==> config.mk <==
export PLATFORM = sky130hd
export DESIGN_NAME = ram_port_arbiter_flat
export DESIGN_NICKNAME = d
export VERILOG_FILES = /design/src/rtl/ram_port_arbiter_if.sv /design/src/rtl/ram_port_arbiter.sv /design/src/flat_wrapper.sv
export SDC_FILE = /design/constraint.sdc
export NUM_CORES = 1
export LEC_CHECK = 0
export CORE_AREA = 2 2 104 106
export CTS_CLUSTER_SIZE = 40
export DETAILED_ROUTE_END_ITERATION = 8
export DIE_AREA = 0 0 106 108
export PLACE_DENSITY = 0.69
export SKIP_CTS_REPAIR_TIMING = 1
export SLEW_MARGIN = 25
export SYNTH_ARGS = -nofsm -noshare
export SYNTH_HDL_FRONTEND = slang
export SYNTH_SLANG_ARGS = --single-unit
==> constraint.sdc <==
create_clock -name CLK -period 1.32 [get_ports CLK]
set_input_delay 0.198 -clock CLK [delete_from_list [all_inputs] [get_ports CLK]]
set_output_delay 0.198 -clock CLK [all_outputs]
set_load 0.005 [all_outputs]
==> src/rtl/ram_port_arbiter_if.sv <==
// Requester-side and RAM-side signals of the two-port RAM arbiter.
interface ram_port_arbiter_if #(
    parameter int WORD_W = 32
);
    logic [1:0]        req_ren;
    logic [1:0]        req_wen;
    logic [WORD_W-1:0] req_addr0;
    logic [WORD_W-1:0] req_addr1;
    logic [WORD_W-1:0] req_store0;
    logic [WORD_W-1:0] req_store1;
    logic [WORD_W-1:0] req_load;
    logic [1:0]        req_wait;
    logic [1:0]        req_err;
    logic [WORD_W-1:0] ramaddr;
    logic [WORD_W-1:0] ramstore;
    logic              ramREN;
    logic              ramWEN;
    logic [WORD_W-1:0] ramload;
    logic [1:0]        ramstate;

    modport slave (
        input  req_ren, req_wen, req_addr0, req_addr1,
        input  req_store0, req_store1, ramload, ramstate,
        output req_load, req_wait, req_err,
        output ramaddr, ramstore, ramREN, ramWEN
    );

    modport master (
        output req_ren, req_wen, req_addr0, req_addr1,
        output req_store0, req_store1, ramload, ramstate,
        input  req_load, req_wait, req_err,
        input  ramaddr, ramstore, ramREN, ramWEN
    );
endinterface

==> src/rtl/ram_port_arbiter.sv <==
// Round-robin arbiter sharing one RAM port between two requesters.
// Define RAM_TIMEOUT_EN to build in the 8-bit ownership watchdog.
module ram_port_arbiter #(
    parameter int WORD_W         = 32,
    parameter int TIMEOUT_CYCLES = 255
) (
    input logic               CLK,
    input logic               RST,
    ram_port_arbiter_if.slave bus
);
    typedef enum logic {IDLE, OWNED} state_e;
    localparam logic [1:0] ACCESS = 2'd2;

    if (TIMEOUT_CYCLES < 1 || TIMEOUT_CYCLES > 255) begin : g_bad_tmo
        $error("TIMEOUT_CYCLES must lie in 1..255");
    end

    state_e            state_q, state_d;
    logic              owner_q, owner_d;
    logic              ptr_q, ptr_d;
    logic [1:0]        active;
    logic              own_act, own_ren, own_wen, done;
    logic [WORD_W-1:0] own_addr, own_store;
    logic              expire;
    logic [1:0]        err;

    assign active    = bus.req_ren | bus.req_wen;
    assign own_ren   = owner_q ? bus.req_ren[1] : bus.req_ren[0];
    assign own_wen   = owner_q ? bus.req_wen[1] : bus.req_wen[0];
    assign own_act   = own_ren | own_wen;
    assign own_addr  = owner_q ? bus.req_addr1 : bus.req_addr0;
    assign own_store = owner_q ? bus.req_store1 : bus.req_store0;
    assign done      = bus.ramstate == ACCESS;

`ifdef RAM_TIMEOUT_EN
    localparam logic [7:0] LIMIT = 8'(TIMEOUT_CYCLES - 1);
    logic [7:0] wdog_q, wdog_d;

    // Fires in the OWNED cycle that brings the count to TIMEOUT_CYCLES.
    assign expire = (state_q == OWNED) && own_act && !done
                    && (wdog_q == LIMIT);
    assign err    = expire ? (owner_q ? 2'b10 : 2'b01) : 2'b00;

    always_comb begin
        wdog_d = 8'd0;
        if (state_q == OWNED) wdog_d = wdog_q + 8'd1;
    end
`else
    assign expire = 1'b0;
    assign err    = 2'b00;
`endif

    always_comb begin
        state_d = state_q;
        owner_d = owner_q;
        ptr_d   = ptr_q;
        unique case (state_q)
            IDLE: begin
                if (|active) begin
                    state_d = OWNED;
                    owner_d = (&active) ? ptr_q : active[1];
                end
            end
            OWNED: begin
                // An abandoned request leaves the pointer where it was.
                if (!own_act) begin
                    state_d = IDLE;
                end else if (done || expire) begin
                    state_d = IDLE;
                    ptr_d   = ~owner_q;
                end
            end
            default: state_d = IDLE;
        endcase
    end

    always_comb begin
        bus.ramaddr  = '0;
        bus.ramstore = '0;
        bus.ramREN   = 1'b0;
        bus.ramWEN   = 1'b0;
        bus.req_wait = 2'b00;
        bus.req_err  = 2'b00;
        if (!RST) begin
            bus.req_err = err;
            if (state_q == IDLE) begin
                bus.req_wait = active;
            end else begin
                bus.ramaddr            = own_addr;
                bus.ramstore           = own_store;
                bus.ramWEN             = own_wen;
                bus.ramREN             = own_ren & ~own_wen;
                bus.req_wait[owner_q]  = !done;
                bus.req_wait[~owner_q] = active[~owner_q];
            end
        end
    end

    assign bus.req_load = bus.ramload;

    always_ff @(posedge CLK or posedge RST) begin
        if (RST) begin
            state_q <= IDLE;
            owner_q <= 1'b0;
            ptr_q   <= 1'b0;
`ifdef RAM_TIMEOUT_EN
            wdog_q  <= 8'd0;
`endif
        end else begin
            state_q <= state_d;
            owner_q <= owner_d;
            ptr_q   <= ptr_d;
`ifdef RAM_TIMEOUT_EN
            wdog_q  <= wdog_d;
`endif
        end
    end
endmodule

==> src/flat_wrapper.sv <==
// flat-port wrapper written by rule: the top's interface ports become plain ports
module ram_port_arbiter_flat 
#(
    parameter int WORD_W         = 32,
    parameter int TIMEOUT_CYCLES = 255
)
  (CLK, RST, bus_req_ren, bus_req_wen, bus_req_addr0, bus_req_addr1, bus_req_store0, bus_req_store1, bus_ramload, bus_ramstate, bus_req_load, bus_req_wait, bus_req_err, bus_ramaddr, bus_ramstore, bus_ramREN, bus_ramWEN);
  ram_port_arbiter_if #(.WORD_W(WORD_W)) bus_i ();
  input logic CLK;
  input logic RST;
  input wire logic [$bits(bus_i.req_ren)-1:0] bus_req_ren;
  input wire logic [$bits(bus_i.req_wen)-1:0] bus_req_wen;
  input wire logic [$bits(bus_i.req_addr0)-1:0] bus_req_addr0;
  input wire logic [$bits(bus_i.req_addr1)-1:0] bus_req_addr1;
  input wire logic [$bits(bus_i.req_store0)-1:0] bus_req_store0;
  input wire logic [$bits(bus_i.req_store1)-1:0] bus_req_store1;
  input wire logic [$bits(bus_i.ramload)-1:0] bus_ramload;
  input wire logic [$bits(bus_i.ramstate)-1:0] bus_ramstate;
  output wire logic [$bits(bus_i.req_load)-1:0] bus_req_load;
  output wire logic [$bits(bus_i.req_wait)-1:0] bus_req_wait;
  output wire logic [$bits(bus_i.req_err)-1:0] bus_req_err;
  output wire logic [$bits(bus_i.ramaddr)-1:0] bus_ramaddr;
  output wire logic [$bits(bus_i.ramstore)-1:0] bus_ramstore;
  output wire logic [$bits(bus_i.ramREN)-1:0] bus_ramREN;
  output wire logic [$bits(bus_i.ramWEN)-1:0] bus_ramWEN;
  assign bus_i.req_ren = bus_req_ren;
  assign bus_i.req_wen = bus_req_wen;
  assign bus_i.req_addr0 = bus_req_addr0;
  assign bus_i.req_addr1 = bus_req_addr1;
  assign bus_i.req_store0 = bus_req_store0;
  assign bus_i.req_store1 = bus_req_store1;
  assign bus_i.ramload = bus_ramload;
  assign bus_i.ramstate = bus_ramstate;
  assign bus_req_load = bus_i.req_load;
  assign bus_req_wait = bus_i.req_wait;
  assign bus_req_err = bus_i.req_err;
  assign bus_ramaddr = bus_i.ramaddr;
  assign bus_ramstore = bus_i.ramstore;
  assign bus_ramREN = bus_i.ramREN;
  assign bus_ramWEN = bus_i.ramWEN;
  ram_port_arbiter #(.WORD_W(WORD_W), .TIMEOUT_CYCLES(TIMEOUT_CYCLES)) u_core (.CLK(CLK), .RST(RST), .bus(bus_i));
endmodule
==> flow_metrics.py <==
metrics = {
    "status": {
        "status": "finished with violations",
        "violations": "negative setup slack",
    },
    "critical_path": {
        "path_max_fanout": 10,
        "crit_arrival_ps": 1430,
        "worstPathRequired_ps": 1120,
        "critPathLaunchType": "register",
        "worstSetupPathType": "reg -> out",
        "r2r-start": "u_core.owner_q$_DFFE_PP0P_",
        "endpoint_kind": "output pin",
        "crit_start": "u_core.owner_q$_DFFE_PP0P_",
    },
    "synthesis": {
        "yosysWarnings": 0,
        "synth_edf_count": 0,
        "synth_ff_type": "dfrtp_1",
        "ys_ff_latch": 3,
        "yosysTopAreaCellShare_pct": 41.4,
        "syn_area_um2": 1570,
        "synth_commonest_cells": "71 x nor2_1, 65 x mux2i_1, 35 x buf_4",
        "yosys.area.top_type": "mux2i_1",
        "synthTopCellsByArea": "mux2i_1 41%, nor2_1 17%, buf_4 17%",
        "yosysUniqueCellTypes": 24,
        "synthCells": 209,
        "avgSynthCellArea_um2": 7.52,
        "yosysMostFrequentCell": "nor2_1",
        "synth-async-reset-ratio_pct": 100,
        "yosysSeqAreaShare_pct": 4.78,
    },
    "grt": {
        "grtUsageTotal_pct": 10.0,
        "grt_start_max_net_pins": 39,
        "antenna_found_initial": 0,
        "grt_pass1_vias": 2001,
        "grt_first_pass_wirelength_um": 9430,
        "grt-ovfl-total": 0,
    },
    "clocking": {
        "htreeDepth": 1,
        "clock_path_buffers": 2,
        "clock_latency_ps": 220,
        "clkTransAtPathRegs_ps": 30,
        "cts_root_buf": "clkbuf_8",
        "cts_tree": "yes",
        "clock_sinks": 3,
        "cts_buffers": 3,
    },
    "floorplanning": {
        "rows": 37,
        "die_x_um": 106,
        "pin_count": 270,
        "dieArea_um2": 11400,
        "die_y_um": 108,
        "core_area_um2": 10200,
        "start_util_pct": 15.4,
    },
    "cells_and_area": {
        "syn_to_final_growth_pct": 127,
        "design_area_um2": 3570,
        "drive_above_1_share_pct": 21.8,
        "nNetsFinal": 555,
        "nFillCells": 1073,
        "antennaDiodeCount": 0,
    },
    "sta": {
        "setup_viol": 68,
        "skew_ps": 4.08,
        "min_period_over_period_pct": 123,
        "worst_slack_ps": -304,
        "fmax_mhz": 616,
        "fin_crit_ps": 1620,
        "rsz0062_at_grt": "yes",
        "drv_slew": 0,
        "hold_violations": 0,
    },
    "power": {
        "power_frac_comb_pct": 88.3,
        "seqPwrFrac_pct": 4.6,
        "p_sw_share_pct": 39.6,
        "p_int_mw": 2.29,
        "power.share.clock_pct": 7.1,
        "p_leak_nw": 1.86,
        "p_switching_mw": 1.50,
        "ir_drop_v": 0.000676,
        "power.density_nw_per_um2": 1060,
    },
    "drt": {
        "routed_via_density": 3.96,
        "drt_iter0_markers": 58,
        "drcViolationCount": 0,
        "detail-route-antenna-nets": 0,
        "wl_per_cell_um": 14.6,
        "firstDrtPassIters": 3,
        "wl_um": 7610,
        "vias": 2065,
    },
    "placed_design": {
        "placed_area_um2": 3460,
        "preCtsSetupSlack_ps": -587,
        "port_buffers": 203,
        "globalplace.congestion": 0.816,
        "dp_hpwl_um": 5580,
    },
    "flow_run": {
        "max-cap-violations": 0,
    },
    "hold_path": {
        "holdCritPathClass": "in -> async",
    },
}
-- final timing paths --
path	to	slack [ps]	depth (start not counted)
worst min-delay path	u_core.owner_q$_DFFE_PP0P_	330	3
worst min register to register	u_core.ptr_q$_DFFE_PP0P_	550	2
max in group asynchronous	u_core.state_q$_DFF_PP0_	880	3
min in group CLK	bus_req_load[18]	400	0
worst max register to register	u_core.state_q$_DFF_PP0_	80	6
worst max-delay path	bus_ramstore[10]	-300	5
-- layout by cell type (no fill, tap or decap), drive strengths merged, types with 3 or more instances in the layout --
master,instances
mux2i,65
buf,46
dfrtp,3
clkdlybuf4s50,135
dlymetal6s2s,22
nor2,71
clkbuf,23
-- metrics by stage --
step                utilization (%)  hold slack [ps]  setup TNS, ps  std cells  power (mW)
CTS                            34.3              327         -44730        515        3.43
floorplan                         -            -32.5              0        210        2.04
global route                   34.9              353         -20300        522        4.03
global placement               33.8              396         -35670        511        3.10
detailed placement             33.8              396         -37120        511        3.14
finish                         34.9              326         -16800        522        3.79
-- cell families (layout without fill, tap and decap cells) --
logic type / after synthesis / in the layout / synth area share, %
compound gates: 12 / 12 / 5.18
other cells: 1 / 2 / 0.239
mux: 65 / 65 / 41.4
simple gates: 76 / 76 / 19.5
flops: 3 / 3 / 4.78
buf+inv: 52 / 228 / 28.9
-- critical path, cell delays in order (launching register included) --
cell	delay [ps]
dfrtp_4	470
buf_12	160
buf_16	150
mux2i_1	200
nor2_1	50
dlymetal6s2s_1	150
-- registers in the layout, summed over array words and instances (netlist names) --
signal          count
u_core.state_q      1
u_core.ptr_q        1
u_core.owner_q      1
-- per-layer routing --
metal	routed length [µm]	vias to the layer above	global-route usage, %
met5	0	-	0
met4	103	0	3.57
met3	533	14	1.75
met2	4130	99	19.9
met1	2850	926	10.6
li1	-	1026	-
-- power groups by stage --
stage / clock network, mW / registers, mW / logic [mW]
6_report: 0.270 / 0.173 / 3.35
3_3_place_gp: 0 / 0.190 / 2.91
5_1_grt: 0.280 / 0.178 / 3.57
2_1_floorplan: 0 / 0.141 / 1.90
4_1_cts: 0.276 / 0.193 / 2.96
3_5_place_dp: 0 / 0.195 / 2.94
-- cell type report --
class / instances / area, µm² / share of cell area [%]
clock buffer: 4 / 45.0 / 1.26
inverter: 2 / 7.51 / 0.210
multi-input combinational: 155 / 1120 / 31.3
sequential: 3 / 80.1 / 2.24
tap: 136 / 170 / 4.76
timing repair buffer: 222 / 2150 / 60.2
Power figures use the tool's default switching activity.
